--- config.mk ---
export PLATFORM = sky130hd
export DESIGN_NAME = sys_host_master
export DESIGN_NICKNAME = d
export VERILOG_FILES = /design/src/rtl/sys_host_pkg.sv /design/src/rtl/sys_host_master.sv
export SDC_FILE = /design/constraint.sdc
export NUM_CORES = 1
export LEC_CHECK = 0
export ABC_AREA = 1
export BUFFER_PORTS_ARGS = -buffer_cell sky130_fd_sc_hd__buf_2
export CORE_MARGIN = 4
export CORE_UTILIZATION = 50
export DETAILED_ROUTE_END_ITERATION = 8
export MAX_ROUTING_LAYER = met4
export PLACE_DENSITY_LB_ADDON = 0.25
export SYNTH_ARGS = -nofsm -noshare
export SYNTH_HDL_FRONTEND = slang
export SYNTH_SLANG_ARGS = --single-unit
export TNS_END_PERCENT = 20
--- constraint.sdc ---
create_clock -name clk -period 2.98 [get_ports clk]
set_input_delay 0.447 -clock clk [delete_from_list [all_inputs] [get_ports clk]]
set_output_delay 0.447 -clock clk [all_outputs]
set_load 0.05 [all_outputs]
--- src/rtl/sys_host_pkg.sv ---
// Shared types and frame constants for the host-side UART command initiator.
package sys_host_pkg;

    typedef enum logic [1:0] {
        WRITE   = 2'd0,
        READ    = 2'd1,
        ALU_OP  = 2'd2,
        ALU_NOP = 2'd3
    } cmd_t;

    typedef enum logic [1:0] {
        IDLE     = 2'd0,
        SEND     = 2'd1,
        WAIT_RSP = 2'd2
    } host_state_t;

    localparam logic [7:0] CMD_WR      = 8'hAA;
    localparam logic [7:0] CMD_RD      = 8'hBB;
    localparam logic [7:0] CMD_ALU_OP  = 8'hCC;
    localparam logic [7:0] CMD_ALU_NOP = 8'hDD;

    function automatic logic [2:0] frame_len(input cmd_t c);
        logic [2:0] n;
        unique case (c)
            WRITE:   n = 3'd3;
            READ:    n = 3'd2;
            ALU_OP:  n = 3'd4;
            ALU_NOP: n = 3'd2;
            default: n = 3'd2;
        endcase
        return n;
    endfunction

endpackage

--- src/rtl/sys_host_master.sv ---
// Host command initiator: serializes one request into UART frame bytes
// and collects the single response byte with a timeout.
module sys_host_master
    import sys_host_pkg::*;
#(
    parameter int FRAME_DATA  = 8,
    parameter int ADDR_BITS   = 4,
    parameter int FUN_WIDTH   = 4,
    parameter int TIMEOUT_CYC = 1024
) (
    input  logic                  clk,
    input  logic                  rst,
    input  logic                  req_vld,
    output logic                  req_rdy,
    input  logic [1:0]            req_cmd,
    input  logic [ADDR_BITS-1:0]  req_addr,
    input  logic [FRAME_DATA-1:0] req_data,
    input  logic [FRAME_DATA-1:0] req_op_a,
    input  logic [FRAME_DATA-1:0] req_op_b,
    input  logic [FUN_WIDTH-1:0]  req_fun,
    output logic [FRAME_DATA-1:0] tx_data,
    output logic                  tx_vld,
    input  logic                  tx_rdy,
    input  logic [FRAME_DATA-1:0] rx_data,
    input  logic                  rx_vld,
    output logic [FRAME_DATA-1:0] rsp_data,
    output logic                  rsp_vld,
    output logic                  rsp_err,
    output logic                  busy
);

    localparam int CW = $clog2(TIMEOUT_CYC);
    localparam logic [CW-1:0] CNT_LAST = CW'(TIMEOUT_CYC - 1);

    host_state_t           state;
    cmd_t                  cmd_q;
    logic [ADDR_BITS-1:0]  addr_q;
    logic [FRAME_DATA-1:0] data_q;
    logic [FRAME_DATA-1:0] op_a_q;
    logic [FRAME_DATA-1:0] op_b_q;
    logic [FUN_WIDTH-1:0]  fun_q;
    logic [1:0]            idx;
    logic [1:0]            idx_nxt;
    logic [CW-1:0]         cnt;
    logic                  last;

    function automatic logic [FRAME_DATA-1:0] sel_byte(
        input cmd_t                  c,
        input logic [1:0]            i,
        input logic [ADDR_BITS-1:0]  a,
        input logic [FRAME_DATA-1:0] d,
        input logic [FRAME_DATA-1:0] oa,
        input logic [FRAME_DATA-1:0] ob,
        input logic [FUN_WIDTH-1:0]  f
    );
        logic [FRAME_DATA-1:0] b;
        b = '0;
        unique case (c)
            WRITE: begin
                case (i)
                    2'd0:    b = FRAME_DATA'(CMD_WR);
                    2'd1:    b = FRAME_DATA'(a);
                    default: b = d;
                endcase
            end
            READ: begin
                case (i)
                    2'd0:    b = FRAME_DATA'(CMD_RD);
                    default: b = FRAME_DATA'(a);
                endcase
            end
            ALU_OP: begin
                case (i)
                    2'd0:    b = FRAME_DATA'(CMD_ALU_OP);
                    2'd1:    b = oa;
                    2'd2:    b = ob;
                    default: b = FRAME_DATA'(f);
                endcase
            end
            default: begin
                case (i)
                    2'd0:    b = FRAME_DATA'(CMD_ALU_NOP);
                    default: b = FRAME_DATA'(f);
                endcase
            end
        endcase
        return b;
    endfunction

    assign req_rdy = (state == IDLE);
    assign busy    = (state != IDLE);
    assign idx_nxt = idx + 2'd1;
    assign last    = ({1'b0, idx} == frame_len(cmd_q) - 3'd1);

    always_ff @(posedge clk or negedge rst) begin
        if (!rst) begin
            state    <= IDLE;
            cmd_q    <= WRITE;
            addr_q   <= '0;
            data_q   <= '0;
            op_a_q   <= '0;
            op_b_q   <= '0;
            fun_q    <= '0;
            idx      <= '0;
            cnt      <= '0;
            tx_data  <= '0;
            tx_vld   <= 1'b0;
            rsp_data <= '0;
            rsp_vld  <= 1'b0;
            rsp_err  <= 1'b0;
        end else begin
            rsp_vld <= 1'b0;
            rsp_err <= 1'b0;
            unique case (state)
                IDLE: begin
                    if (req_vld) begin
                        cmd_q   <= cmd_t'(req_cmd);
                        addr_q  <= req_addr;
                        data_q  <= req_data;
                        op_a_q  <= req_op_a;
                        op_b_q  <= req_op_b;
                        fun_q   <= req_fun;
                        idx     <= '0;
                        tx_vld  <= 1'b1;
                        tx_data <= sel_byte(cmd_t'(req_cmd), 2'd0,
                                            req_addr, req_data,
                                            req_op_a, req_op_b, req_fun);
                        state   <= SEND;
                    end
                end
                SEND: begin
                    if (tx_rdy) begin
                        if (last) begin
                            tx_vld <= 1'b0;
                            cnt    <= '0;
                            state  <= (cmd_q == WRITE) ? IDLE : WAIT_RSP;
                        end else begin
                            idx     <= idx_nxt;
                            tx_data <= sel_byte(cmd_q, idx_nxt, addr_q,
                                                data_q, op_a_q, op_b_q,
                                                fun_q);
                        end
                    end
                end
                WAIT_RSP: begin
                    // Response data takes priority over a coincident expiry.
                    if (rx_vld) begin
                        rsp_data <= rx_data;
                        rsp_vld  <= 1'b1;
                        state    <= IDLE;
                    end else if (cnt == CNT_LAST) begin
                        rsp_err <= 1'b1;
                        state   <= IDLE;
                    end else begin
                        cnt <= cnt + 1'b1;
                    end
                end
                default: state <= IDLE;
            endcase
        end
    end

endmodule

After elaboration in Yosys (flattened, before gate mapping)
Cells that the tools add are included.
W data, S select, Z words.

word-level totals
  bits in read-only memories = 0
  output and inout bits = 21
  bits in latches = 0
  bits in registers = 67
  RAM bits = 0
  input port bits = 47
  memories = 0

cells by class
  muxes and demuxes = 36
  reduce and logical (&&, ||, !) cells = 14
  add/sub/neg operators = 3
  bitwise gates (word level) = 0
  shifts and indexed selects = 0
  divide/modulo/power cells = 0
  equal/unequal tests = 18
  magnitude comparators = 0
  multiply operators = 0

operator list
  cell                     number
  $pmux W8 S3              2
  $mux W10                 4
  $mux W8                  5
  $pmux W8 S2              2
  $pmux W7 S3              1
  $pmux W10 S2             1
  $mux W2                  9
  $ne A2 B2 Y1 const B     6
  $reduce_and A4 Y1        3
  $add A10 B1 Y10 const B  1
  $eq A10 B10 Y1 const B   1
  $eq A2 B2 Y1 const B     5
  $pmux W3 S3              1
  $eq A2 B1 Y1 const B     4
  $logic_not A2 Y1         4
  $mux W1                  8
  $pmux W2 S3              1
  $reduce_bool A2 Y1       3
  $reduce_and A5 Y1        1
  $pmux W2 S2              1
  $reduce_and A2 Y1        2
  $eq A2 B3 Y1             1
  $ne A3 B3 Y1 const B     1
  $sub A3 B1 Y3 const B    1
  3 further kinds          3

Depth between registers and ports, before layout
Gate-level depths: netlist of the first run.

  word-level depth = 8
  mapped depth = 11
  mapped depth without buffers = 11

Least setup slack after synthesis of the first run
No wires, ideal clock.

  path type = reg-to-reg
  from = reg state[0]
  to = reg cmd_q[1]
  stages on the path, launching flop included = 7
  library setup time = 116 ps
  arrival = 1903 ps
  data required time = 2864 ps
  period minus slack after synthesis = 2019 ps
  slack = 961 ps
  path through = dfrtp_1 nor2_1 nand2_1 buf_2 buf_2 nand2_1 nand2_1

on the way
  word-level cells in the longest chain between the ends = 2

RTL lines
  item                         line                    RTL
  start, declared              sys_host_master.sv:35   host_state_t state;
  start signal, assigned       sys_host_master.sv:136  state <= (cmd_q == WRITE) ? IDLE : WAIT_RSP;
  $logic_not A2 Y1             --
  net req_rdy                  sys_host_master.sv:14   output logic req_rdy,
  $reduce_and A2 Y1 (no line)  --
  end signal, assigned         sys_host_master.sv:117  cmd_q <= cmd_t'(req_cmd);
  end, declared                sys_host_master.sv:36   cmd_t cmd_q;

The timed path passes the listed nets, and every way through them passes these cells.
A chain may end at the register's enable or synchronous reset.

Worst setup path in the final report of the first run
  from = reg idx[0]
  to = reg tx_data[2]

on the way
  word-level cells in the longest chain between the ends = 7
  elaborated cells between the ends (all ways) = 15

RTL lines
  item                                  line                    RTL
  start, declared                       sys_host_master.sv:42   logic [1:0] idx;
  start signal, assigned                sys_host_master.sv:138  idx <= idx_nxt;
  $add A2 B1 Y2                         sys_host_master.sv:92   assign idx_nxt = idx + 2'd1;
  $eq A2 B2 Y1 (tied with other cells)  sys_host_master.sv:73   case (i)
  $pmux W8 S3 (tied with other cells)   sys_host_master.sv:73
  $pmux W8 S3                           sys_host_master.sv:58   unique case (c)
  $mux W8                               sys_host_master.sv:133  if (last) begin
  $mux W8                               sys_host_master.sv:132  if (tx_rdy) begin
  $pmux W8 S2                           sys_host_master.sv:114  unique case (state)
  end signal, assigned                  sys_host_master.sv:125  tx_data <= sel_byte(cmd_t'(req_cmd), 2'd0,
  end signal, assigned                  sys_host_master.sv:139  tx_data <= sel_byte(cmd_q, idx_nxt, addr_q,
  end, declared                         sys_host_master.sv:21   output logic [FRAME_DATA-1:0] tx_data,

Several ways; a longest one is shown, not always the timed one. The select of a mux whose other input is x is not followed.

==> run_results.csv, run 1 <==
group,metric,value,unit
pwr,irDropWorstVdd,0.000718,V
pwr,p_comb_share,47.0,%
sta,worst_slew_margin_rel,53.0,%
pwr,powerDensity,1110,nW/um2
drt,drc_errors,0,
synthesis,ys_warn_count,0,
finish,diodes,0,
sta,worstMarginPinSlew,0.705,ns
synthesis,yosysMostFrequentCell,"nand2_1",
grt,grt_pass1_vias,2919,
synthesis,syn_avg_cell_area,7.61,um2
worst_hold_path,min_path_type,"in2async",
place,dpl.hpwl,5.84,mm
sta,tns,0,ns
setup_path,crit_type,"reg2reg",
finish,drive_gt1_share,19.3,%
place,dp_cells,574,
floorplanning,dieArea,8030,um2
floorplanning,num_io_pins,68,
drt,drt-pass1-iter-count,4,
synthesis,synth.distinct_cells,31,
sta,rsz0062_at_grt,"false",
clocking,clk_latency,0.34,ns
sta,fin_worst_skew,0.00656,ns
pwr,power.share.clock,17.1,%
sta,setup_viol,0,
sta,fin_crit_sh,63.2,%
grt,grt_pass1_wl,13.4,mm
grt,grt_remaining_overflow,0,
synthesis,synth_edf_count,0,
finish,area_growth_syn_to_layout,18.1,%
grt,track_usage,22.6,%
pwr,leakagePower,2.16,nW
place,gp_congestion,1.06,
drt,ant_nets,0,
drt,via_per_inst,5.09,
setup_path,crit_arrival,2.12,ns
grt,grt_max_degree,40,
synthesis,async_flop_share,100,%
sta,fin_ws,1.10,ns
synthesis,ys_dominant_reg_cell,"dfrtp_1",
pwr,power_switching,0.00208,W
synthesis,yosysTopAreaCellShare,50.3,%
finish,final_core_util,61.3,%
sta,whs,0.152,ns
finish,nets,560,
job,drv_cap,0,
setup_path,crit_start,"idx[0]",
floorplanning,core,6420,um2
floorplanning,die_w,89.6,um
floorplanning,start_util,51.9,%
place,dp_slack,1.16,ns
sta,final.min_clock_period,1.88,ns
synthesis,synth.area.top_cells,"dfrtp_1, nand2_1, nand3_1",
sta,finalHoldViolCount,0,
drt,num_vias,3002,
pwr,p_int,0.00229,W
setup_path,crit_required,3.22,ns
place,io_buffers,67,
finish,fin_cells,590,
clocking,ctsResizeCount,0,
floorplanning,die_height,89.6,um
clocking,numCtsBuffers,9,
setup_path,reg2reg_from,"idx[0]",
clocking,cts_tree,"done",
synthesis,syn_area,3330,um2
setup_path,end_kind,"flop",
clocking,clk_path_buf_depth,2,
clocking,post_cts_buffers,0,
synthesis,synth_top_area_cell,"dfrtp_1",
drt,drt-wirelength-per-cell,13.6,um
synthesis,ys_ff_latch,67,
status,status,"complete, no violations",
pwr,power.share.sequential,35.9,%
grt,antenna_found_initial,0,
clocking,cts_hold_buf,0,
synthesis,seq_area_frac_synth,50.3,%
clocking,cts_root_buf,"clkbuf_8",
synthesis,syn_inst,438,
sta,drv_slew,0,
synthesis,synthTopCellsByCount,"nand2_1, dfrtp_1, nor2_1",
pwr,swShare,47.7,%
setup_path,cp-start-kind,"flop",
setup_path,worstPathMaxFanout,8,
clocking,h-tree-depth,3,
floorplanning,row_count,29,
drt,totalWireLength,8.02,mm
synthesis,synth_nets,490,
clocking,clkTransAtPathRegs,0.07,ns
clocking,clkSinkCount,67,
drt,drt_iter0_markers,186,
sta,timing.fmax,531,MHz
flip-flops by register name, summed over array words and instances (netlist names):
signal,flops
op_b_q,8
state,2
op_a_q,8
tx_vld,1
rsp_data,8
cnt,10
addr_q,4
cmd_q,2
rsp_vld,1
idx,2
data_q,8
tx_data,8
fun_q,4
rsp_err,1
final cells by class:
cell class	instances	area, um2
fillers	608	2490
flip-flops and latches	67	1680
multi-input cells	330	1480
repair buffers	70	370
clock buffers	11	141
inverters	30	115
well taps	77	96.3
clock inverters	5	52.6
metal layers:
layer  share of wire, %  global-route usage, %  vias to the layer above  routed length [um]
met4                1.9                   9.07                        0                 151
met2                 46                   33.8                       78                3720
met5                  0                      -                        -                   0
li1                   -                      -                     1521                   -
met3                5.6                   4.01                       13                 449
met1                 46                   30.6                     1390                3700
metrics by stage:
step / area, um2 / total power, W
5_1_grt: 3940 / 0.00473
3_3_place_gp: 3740 / 0.00359
6_report: 3940 / 0.00437
2_1_floorplan: 3330 / 0.00308
4_1_cts: 3940 / 0.00438
3_5_place_dp: 3740 / 0.00362
power groups by stage:
stage | sequential, W | clock (W) | combinational, W
detailed placement | 0.00157 | 0 | 0.00205
finish | 0.00157 | 0.000749 | 0.00205
global placement | 0.00157 | 0 | 0.00201
global route | 0.00162 | 0.000809 | 0.00230
CTS | 0.00157 | 0.000763 | 0.00205
floorplan | 0.00190 | 0 | 0.00118
cells by family after synthesis:
kind of cell	after synthesis	share of synthesized area (%)
and+or+nand+nor	277	34.3
DFF	67	50.3
AOI/OAI and AO/OA	45	7.55
buffers and inverters	41	5.14
adders and majority gates	5	1.88
xor gates and xnor gates	3	0.789
path summary, 6_finish.rpt:
kind	slack, ns	to	cells after the start
setup / recovery	1.10	tx_data[2]	8
hold / removal	0.15	op_a_q[0]	1
setup reg to reg	1.10	tx_data[2]	8
hold reg to reg	0.48	rsp_data[1]	2
max in group asynchronous	2.19	rsp_data[4]	2
min in group clk	0.29	rsp_data[5]	3
placed cells by master, fill, tap and decap left out, drive strengths merged:
cell type    n
nand4        6
o211ai       1
buf         70
o22ai        1
nand2      209
a21oi       17
o21a         1
xor2         2
nor3         1
a31oi        2
ha           5
clkinv       4
inv         29
nor2        32
xnor2        1
clkinvlp     1
nand3       28
or2          1
a21o         1
clkbuf      11
o21ai       22
dfrtp       67
bufinv       1
worst max-delay path: stages (launching register included):
cell	delay [ns]
dfrtp_1	0.47
inv_1	0.13
ha_1	0.42
inv_1	0.16
o21ai_0	0.23
o21a_1	0.15
nand4_1	0.10
nand2_1	0.09
nand2_1	0.04
Power figures use the tool's default switching activity.
==> run 2, diff against run 1 <==
--- a/config.mk
+++ b/config.mk
@@ -5,10 +5,10 @@
 export SDC_FILE = /design/constraint.sdc
 export NUM_CORES = 1
 export LEC_CHECK = 0
-export ABC_AREA = 1
+export ABC_AREA = 0
 export BUFFER_PORTS_ARGS = -buffer_cell sky130_fd_sc_hd__buf_2
 export CORE_MARGIN = 4
-export CORE_UTILIZATION = 50
+export CORE_UTILIZATION = 49
 export DETAILED_ROUTE_END_ITERATION = 8
 export MAX_ROUTING_LAYER = met4
 export PLACE_DENSITY_LB_ADDON = 0.25
==> constraint.sdc (replaced) <==
create_clock -name clk -period 1.5 [get_ports clk]
set_input_delay 0.225 -clock clk [delete_from_list [all_inputs] [get_ports clk]]
set_output_delay 0.225 -clock clk [all_outputs]
set_load 0.05 [all_outputs]
==> run 2 against run 1 <==
Effect of this change:
- sequential cell count unchanged
- sequential power up 96%
- the flow now finishes with violations (negative setup slack)
- critical path depth decreased by 1
- synthesized cell count shrank 16%
==> run_results.csv, run 2 <==
group,metric,value,unit
finish,area_growth_syn_to_layout,35.3,%
synthesis,ys_warn_count,0,
sta,timing.fmax,569,MHz
grt,grt_max_degree,34,
pwr,power.share.sequential,31.6,%
clocking,numCtsBuffers,9,
clocking,clkTransAtPathRegs,0.07,ns
setup_path,crit_required,1.72,ns
sta,worst_slew_margin_rel,68.4,%
synthesis,yosysMostFrequentCell,"nand2_1",
status,status,"complete, but fails checks",
drt,num_vias,3141,
drt,via_per_inst,5.54,
pwr,irDropWorstVdd,0.00106,V
place,io_buffers,67,
floorplanning,num_io_pins,68,
synthesis,seq_area_frac_synth,51.1,%
synthesis,syn_avg_cell_area,8.92,um2
pwr,leakagePower,2.24,nW
synthesis,yosys.area_share.simple,25.8,%
floorplanning,dieArea,8070,um2
drt,drt-wirelength-per-cell,15.6,um
place,place_area,4070,um2
floorplanning,core,6420,um2
floorplanning,die_height,89.8,um
floorplanning,row_count,29,
sta,tns,-1.98,ns
job,drv_cap,0,
finish,nets,537,
place,dpl.hpwl,6.33,mm
pwr,swShare,43.5,%
synthesis,synth_fa_ha_area_share,1.91,%
finish,mostFrequentLayoutCells,"nand2_1, buf_2, dfrtp_1",
finish,drive_gt1_share,33.5,%
sta,setup_viol,16,
synthesis,synth_top_area_cell,"dfrtp_1",
clocking,cts_tree,"done",
synthesis,syn_area,3280,um2
synthesis,async_flop_share,100,%
synthesis,synth_nets,420,
drt,drt_iter0_markers,238,
synthesis,yosysTopAreaCellShare,51.1,%
synthesis,synthTopCellsByCount,"nand2_1, dfrtp_1, clkbuf_1, o21ai_0, a21oi_1",
floorplanning,die_w,89.8,um
setup_path,end_kind,"flop",
synthesis,ys_dominant_reg_cell,"dfrtp_1",
finish,largest_register_ffs,10,
sta,fin_worst_skew,0.00868,ns
synthesis,ys_ff_latch,67,
finish,diodes,0,
setup_path,crit_type,"reg2reg",
synthesis,syn_inst,368,
floorplanning,start_util,51.1,%
worst_hold_path,min_path_type,"in2reg",
setup_path,cp-start-kind,"flop",
finish,final_common_cell,"nand2_1",
synthesis,synth_edf_count,0,
pwr,powerDensity,2190,nW/um2
grt,track_usage,23.3,%
drt,drc_errors,0,
setup_path,worstPathMaxFanout,9,
drt,totalWireLength,8.83,mm
grt,antenna_found_initial,0,
place,gp_congestion,1.02,
drt,ant_nets,0,
synthesis,synth_compound_area_share,15.1,%
pwr,power_switching,0.00422,W
sta,worstMarginPinSlew,0.474,ns
sta,drv_slew,0,
clocking,clk_latency,0.34,ns
sta,fin_ws,-0.256,ns
setup_path,crit_arrival,1.98,ns
pwr,power.share.clock,13.3,%
sta,rsz0062_at_grt,"true",
grt,grt_pass1_wl,14.8,mm
clocking,clkSinkCount,67,
finish,top_register,"cnt",
sta,fin_crit_sh,117,%
synthesis,muxShareOfSynthArea,2.44,%
finish,num-fill-cells,543,
clocking,h-tree-depth,3,
sta,finalHoldViolCount,0,
sta,final.min_clock_period,1.76,ns
grt,grt_pass1_vias,3115,
finish,design_area,4440,um2
pwr,p_comb_share,55.1,%
synthesis,synth.area.top_cells,"dfrtp_1, nand2_1, o21ai_0",
synthesis,synth_top_family_by_area,"simple AND/OR/NAND/NOR gates",
drt,drt-pass1-iter-count,5,
status,failed_checks,"negative setup slack",
synthesis,synth_xor_area_share,0.267,%
synthesis,synth.distinct_cells,54,
pwr,p_int,0.00548,W
grt,grt_remaining_overflow,0,
clocking,clk_path_buf_depth,2,
clocking,cts_root_buf,"clkbuf_8",
==> run 2: cell count changes in the layout (fill, tap and decap cells not counted), moves of 8 or more <==
cell / previous run / this run
nand2_1: 204 / 131
buf_6: 0 / 8
inv_1: 28 / 7
buf_4: 2 / 45
o21ai_0: 20 / 11
nor2_1: 29 / 10
nand3_1: 26 / 10
==> run 2: area by class of cell <==
cell class	instances	area [um2]	area share, %
Clock buffer	13	149	3.35
Tap cell	77	96.3	2.17
Sequential cell	67	1680	37.9
Multi-Input combinational cell	274	1630	36.8
Clock inverter	3	15.0	0.338
Inverter	11	46.3	1.04
Timing Repair Buffer	122	818	18.4
==> run 2: cell families after synthesis <==
family          Yosys count
buf+inv                  27
mux                       7
xor+xnor                  1
flops                    67
compound gates           70
fa+ha+maj                 5
simple gates            191
==> run 2: routing by layer <==
layer	vias up	share of wire [%]	GRT usage, %	wire length, um
li1	1499	-	-	-
met1	1477	41	26.9	3600
met2	131	50	38.8	4380
met3	34	6.2	5.84	544
met4	0	3.5	10.3	308
met5	-	0	-	0
==> run 2: path summary, 6_finish.rpt <==
path | startpoint | endpoint | slack (ns) | cells after the start
worst max-delay path | idx[0] | tx_data[2] | -0.26 | 7
worst min register to register | rsp_data[5] | rsp_data[5] | 0.47 | 2
worst max register to register | idx[0] | tx_data[2] | -0.26 | 7
min in group asynchronous | rst | cnt[3] | 0.36 | 2
worst min-delay path | req_addr[2] | addr_q[2] | 0.07 | 3
max in group asynchronous | rst | idx[1] | 0.59 | 3
==> run 2: through the flow <==
step	total power (W)	hold slack (ns)	setup slack (ns)	util [%]	std cells
final	0.00970	0.0706	-0.256	69.1	567
after global routing	0.0103	0.0644	-0.326	69.1	567
after CTS	0.00948	0.0577	-0.204	68.3	566
after detailed placement	0.00775	0.201	-0.279	63.4	543
after global placement	0.00767	0.198	-0.210	63.4	543
after floorplan	0.00606	-0.0706	-0.213	-	368
==> run 2: power by group through the flow <==
| stage | registers, W | logic [W] | clock network, W |
|---|---|---|---|
| 2_1_floorplan | 0.00360 | 0.00247 | 0 |
| 5_1_grt | 0.00314 | 0.00580 | 0.00140 |
| 6_report | 0.00307 | 0.00535 | 0.00129 |
| 3_5_place_dp | 0.00307 | 0.00468 | 0 |
| 3_3_place_gp | 0.00305 | 0.00461 | 0 |
| 4_1_cts | 0.00304 | 0.00512 | 0.00132 |
==> run 2: timing repair <==
item	CTS	global route
setup buffers	6	1
pin swaps	8	10
hold buffers	1	0
resized for setup	27	11
endpoints found under the hold margin	16	0
setup endpoints to repair	17	43
==> run 2: worst max-delay path, stage by stage (launching register included) <==
cell and delay [ns]:
dfrtp_2 0.46, buf_6 0.15, ha_2 0.24, buf_4 0.17
a211oi_2 0.20, a221o_1 0.17, a21oi_1 0.07, o22a_1 0.17
==> run 3, diff against run 2 <==
--- a/config.mk
+++ b/config.mk
@@ -8,7 +8,7 @@
 export ABC_AREA = 0
 export BUFFER_PORTS_ARGS = -buffer_cell sky130_fd_sc_hd__buf_2
 export CORE_MARGIN = 4
-export CORE_UTILIZATION = 49
+export CORE_UTILIZATION = 50
 export DETAILED_ROUTE_END_ITERATION = 8
 export MAX_ROUTING_LAYER = met4
 export PLACE_DENSITY_LB_ADDON = 0.25
==> constraint.sdc (replaced) <==
create_clock -name clk -period 1.9 [get_ports clk]
set_input_delay 0.285 -clock clk [delete_from_list [all_inputs] [get_ports clk]]
set_output_delay 0.285 -clock clk [all_outputs]
set_load 0.1 [all_outputs]
==> run 3 against run 2 <==
Effect of this change:
- the run now ends clean
- utilization decreased by 4.7 points
- via count is 7.5% lower
- power fell by 18%
- fmax shrank 2.6%
- worst hold slack improved by 0.056 ns
- non-clock buffer count is 37 lower
- clock power increased by 13%
- wire length down 9.4%
- global-route usage is 0.60 points lower
- first-iteration DRC count fell by 43%
- worst setup slack gained 0.35 ns
- highest routed layer unchanged
==> run_results.csv, run 3 (synthesis gave the netlist of run 2 again) <==
group,metric,value,unit
finish,top_register,"cnt",
clocking,clk_path_buf_depth,2,
pwr,leakagePower,2.06,nW
finish,drive_gt1_share,25.4,%
place,place_area,3790,um2
grt,grt_pass1_wl,13.4,mm
sta,finalHoldViolCount,0,
setup_path,r2r_slack,0.1,ns
floorplanning,die_height,89.0,um
grt,grt_remaining_overflow,0,
pwr,p_comb_share,51.7,%
clocking,h-tree-depth,3,
setup_path,worstPathMaxFanout,8,
clocking,cts_tree,"done",
setup_path,crit_start,"idx[1]",
drt,ant_nets,0,
place,io_buffers,67,
pwr,power.share.sequential,29.9,%
floorplanning,num_io_pins,68,
clocking,clkTransAtPathRegs,0.08,ns
finish,final_core_util,64.5,%
pwr,p_int,0.00414,W
floorplanning,start_util,51.7,%
status,status,"complete, no violations",
setup_path,cp_num_cells,6,
sta,rsz0062_at_grt,"true",
grt,track_usage,22.7,%
place,gp_congestion,0.887,
pwr,power.share.clock,18.4,%
drt,drt-pass1-iter-count,5,
finish,largest_register_ffs,10,
clocking,clkSinkCount,67,
clocking,cts_root_buf,"clkbuf_8",
setup_path,crit_buf_inv,1,
clocking,clk_latency,0.34,ns
sta,worstMarginPinSlew,0.499,ns
drt,drc_errors,0,
sta,fin_worst_skew,0.00786,ns
finish,mostFrequentLayoutCells,"nand2_1, buf_2, dfrtp_1",
worst_hold_path,hold_path_depth,3,
finish,area_growth_syn_to_layout,24.7,%
floorplanning,row_count,29,
setup_path,rr_worst_depth,6,
clocking,numCtsBuffers,9,
floorplanning,core,6350,um2
setup_path,critPathMaxStageDelay,0.39,ns
finish,design_area,4090,um2
setup_path,cp-start-kind,"flop",
sta,timing.fmax,554,MHz
setup_path,cpLargestDelayFamily,"compound AO/OA/AOI/OAI gates",
floorplanning,die_w,89.0,um
grt,grt_max_degree,68,
finish,fin_cells,530,
drt,via_per_inst,5.48,
place,dp_cells,513,
setup_path,end_kind,"flop",
setup_path,r2r_end,"tx_data[5]",
finish,nets,500,
sta,whs,0.127,ns
finish,diodes,0,
drt,totalWireLength,8.00,mm
sta,drv_slew,0,
finish,final_common_cell,"nand2_1",
drt,drt_iter0_markers,135,
grt,antenna_found_initial,0,
drt,num_vias,2906,
sta,setup_viol,0,
setup_path,crit_path_top_delay_cell,"dfrtp_1",
drt,drt-wirelength-per-cell,15.1,um
clocking,post_cts_buffers,0,
pwr,powerDensity,1930,nW/um2
pwr,irDropWorstVdd,0.00161,V
sta,final.min_clock_period,1.80,ns
worst_hold_path,min_path_type,"in2reg",
sta,worst_slew_margin_rel,67.0,%
pwr,power_switching,0.00377,W
place,dp_slack,-0.112,ns
setup_path,crit_type,"reg2reg",
floorplanning,dieArea,7920,um2
grt,grt_pass1_vias,2915,
sta,fin_ws,0.0962,ns
place,dpl.hpwl,5.76,mm
setup_path,endpoint,"tx_data[5]",
setup_path,crit_arrival,2.09,ns
sta,fin_crit_sh,94.9,%
job,drv_cap,0,
setup_path,crit_chain,"inv_1 -> ha_2 -> a22oi_1 -> or3_1 -> a31oi_1 -> o22a_1",
setup_path,crit_required,2.18,ns
setup_path,reg2reg_from,"idx[1]",
pwr,swShare,47.6,%
-- run 3: cell count changes in the layout (fill, tap and decap cells not counted), sizes merged --
cell / delta
buf: -37
bufinv: +3
clkbuf: -3
-- run 3: area by class of cell --
type	count	area [um2]
clock inverters	6	113
repair buffers	85	485
clock buffers	10	138
well taps	77	96.3
inverters	11	41.3
flip-flops and latches	67	1680
multi-input cells	274	1540
fillers	570	2260
-- run 3: how the worst min path moves through the flow --
stage                     start         to  slack [ns]
CTS                 req_op_a[7]  op_a_q[7]        0.11
finish              req_op_a[7]  op_a_q[7]        0.13
global route        req_data[4]  data_q[4]        0.12
detailed placement          rst     cnt[4]        0.33
floorplan                   rst  addr_q[0]       -0.01
global placement            rst     cnt[4]        0.33
-- run 3: per-layer routing --
metal,part of all wire [%],global-route usage [%]
met1,43,28.3
met2,46,34.8
met3,8.2,5.71
met4,2.9,11.0
met5,0,-
-- run 3: repair_timing --
action | 4_1_cts | 5_1_grt
gates cloned | 0 | 0
hold endpoints to repair | 67 | 0
gates resized for setup | 3 | 6
hold buffers | 1 | 0
endpoints found under the setup margin | 2 | 5
-- run 3: power by group through the flow --
stage,Sequential [W],Clock [W],Combinational (W)
floorplan,0.00341,0,0.00193
global placement,0.00238,0,0.00387
detailed placement,0.00238,0,0.00394
CTS,0.00236,0.00149,0.00399
global route,0.00243,0.00157,0.00444
finish,0.00237,0.00146,0.00409
-- run 3: worst reg2reg max path: cells and delay by family, from the launching register on --
kind | cells | cell delay [ns]
flip-flops | 1 | 0.39
adder cells (fa/ha/maj) | 1 | 0.32
AO/OA/AOI/OAI | 3 | 0.54
AND/OR/NAND/NOR | 1 | 0.32
buffers and inverters | 1 | 0.17
-- run 3: per-stage QoR --
stage | setup TNS, ns | total power (W)
after floorplan | -0.109 | 0.00534
after global placement | -0.0726 | 0.00625
after detailed placement | -0.112 | 0.00632
after CTS | 0 | 0.00784
after global routing | -0.00744 | 0.00843
final | 0 | 0.00792
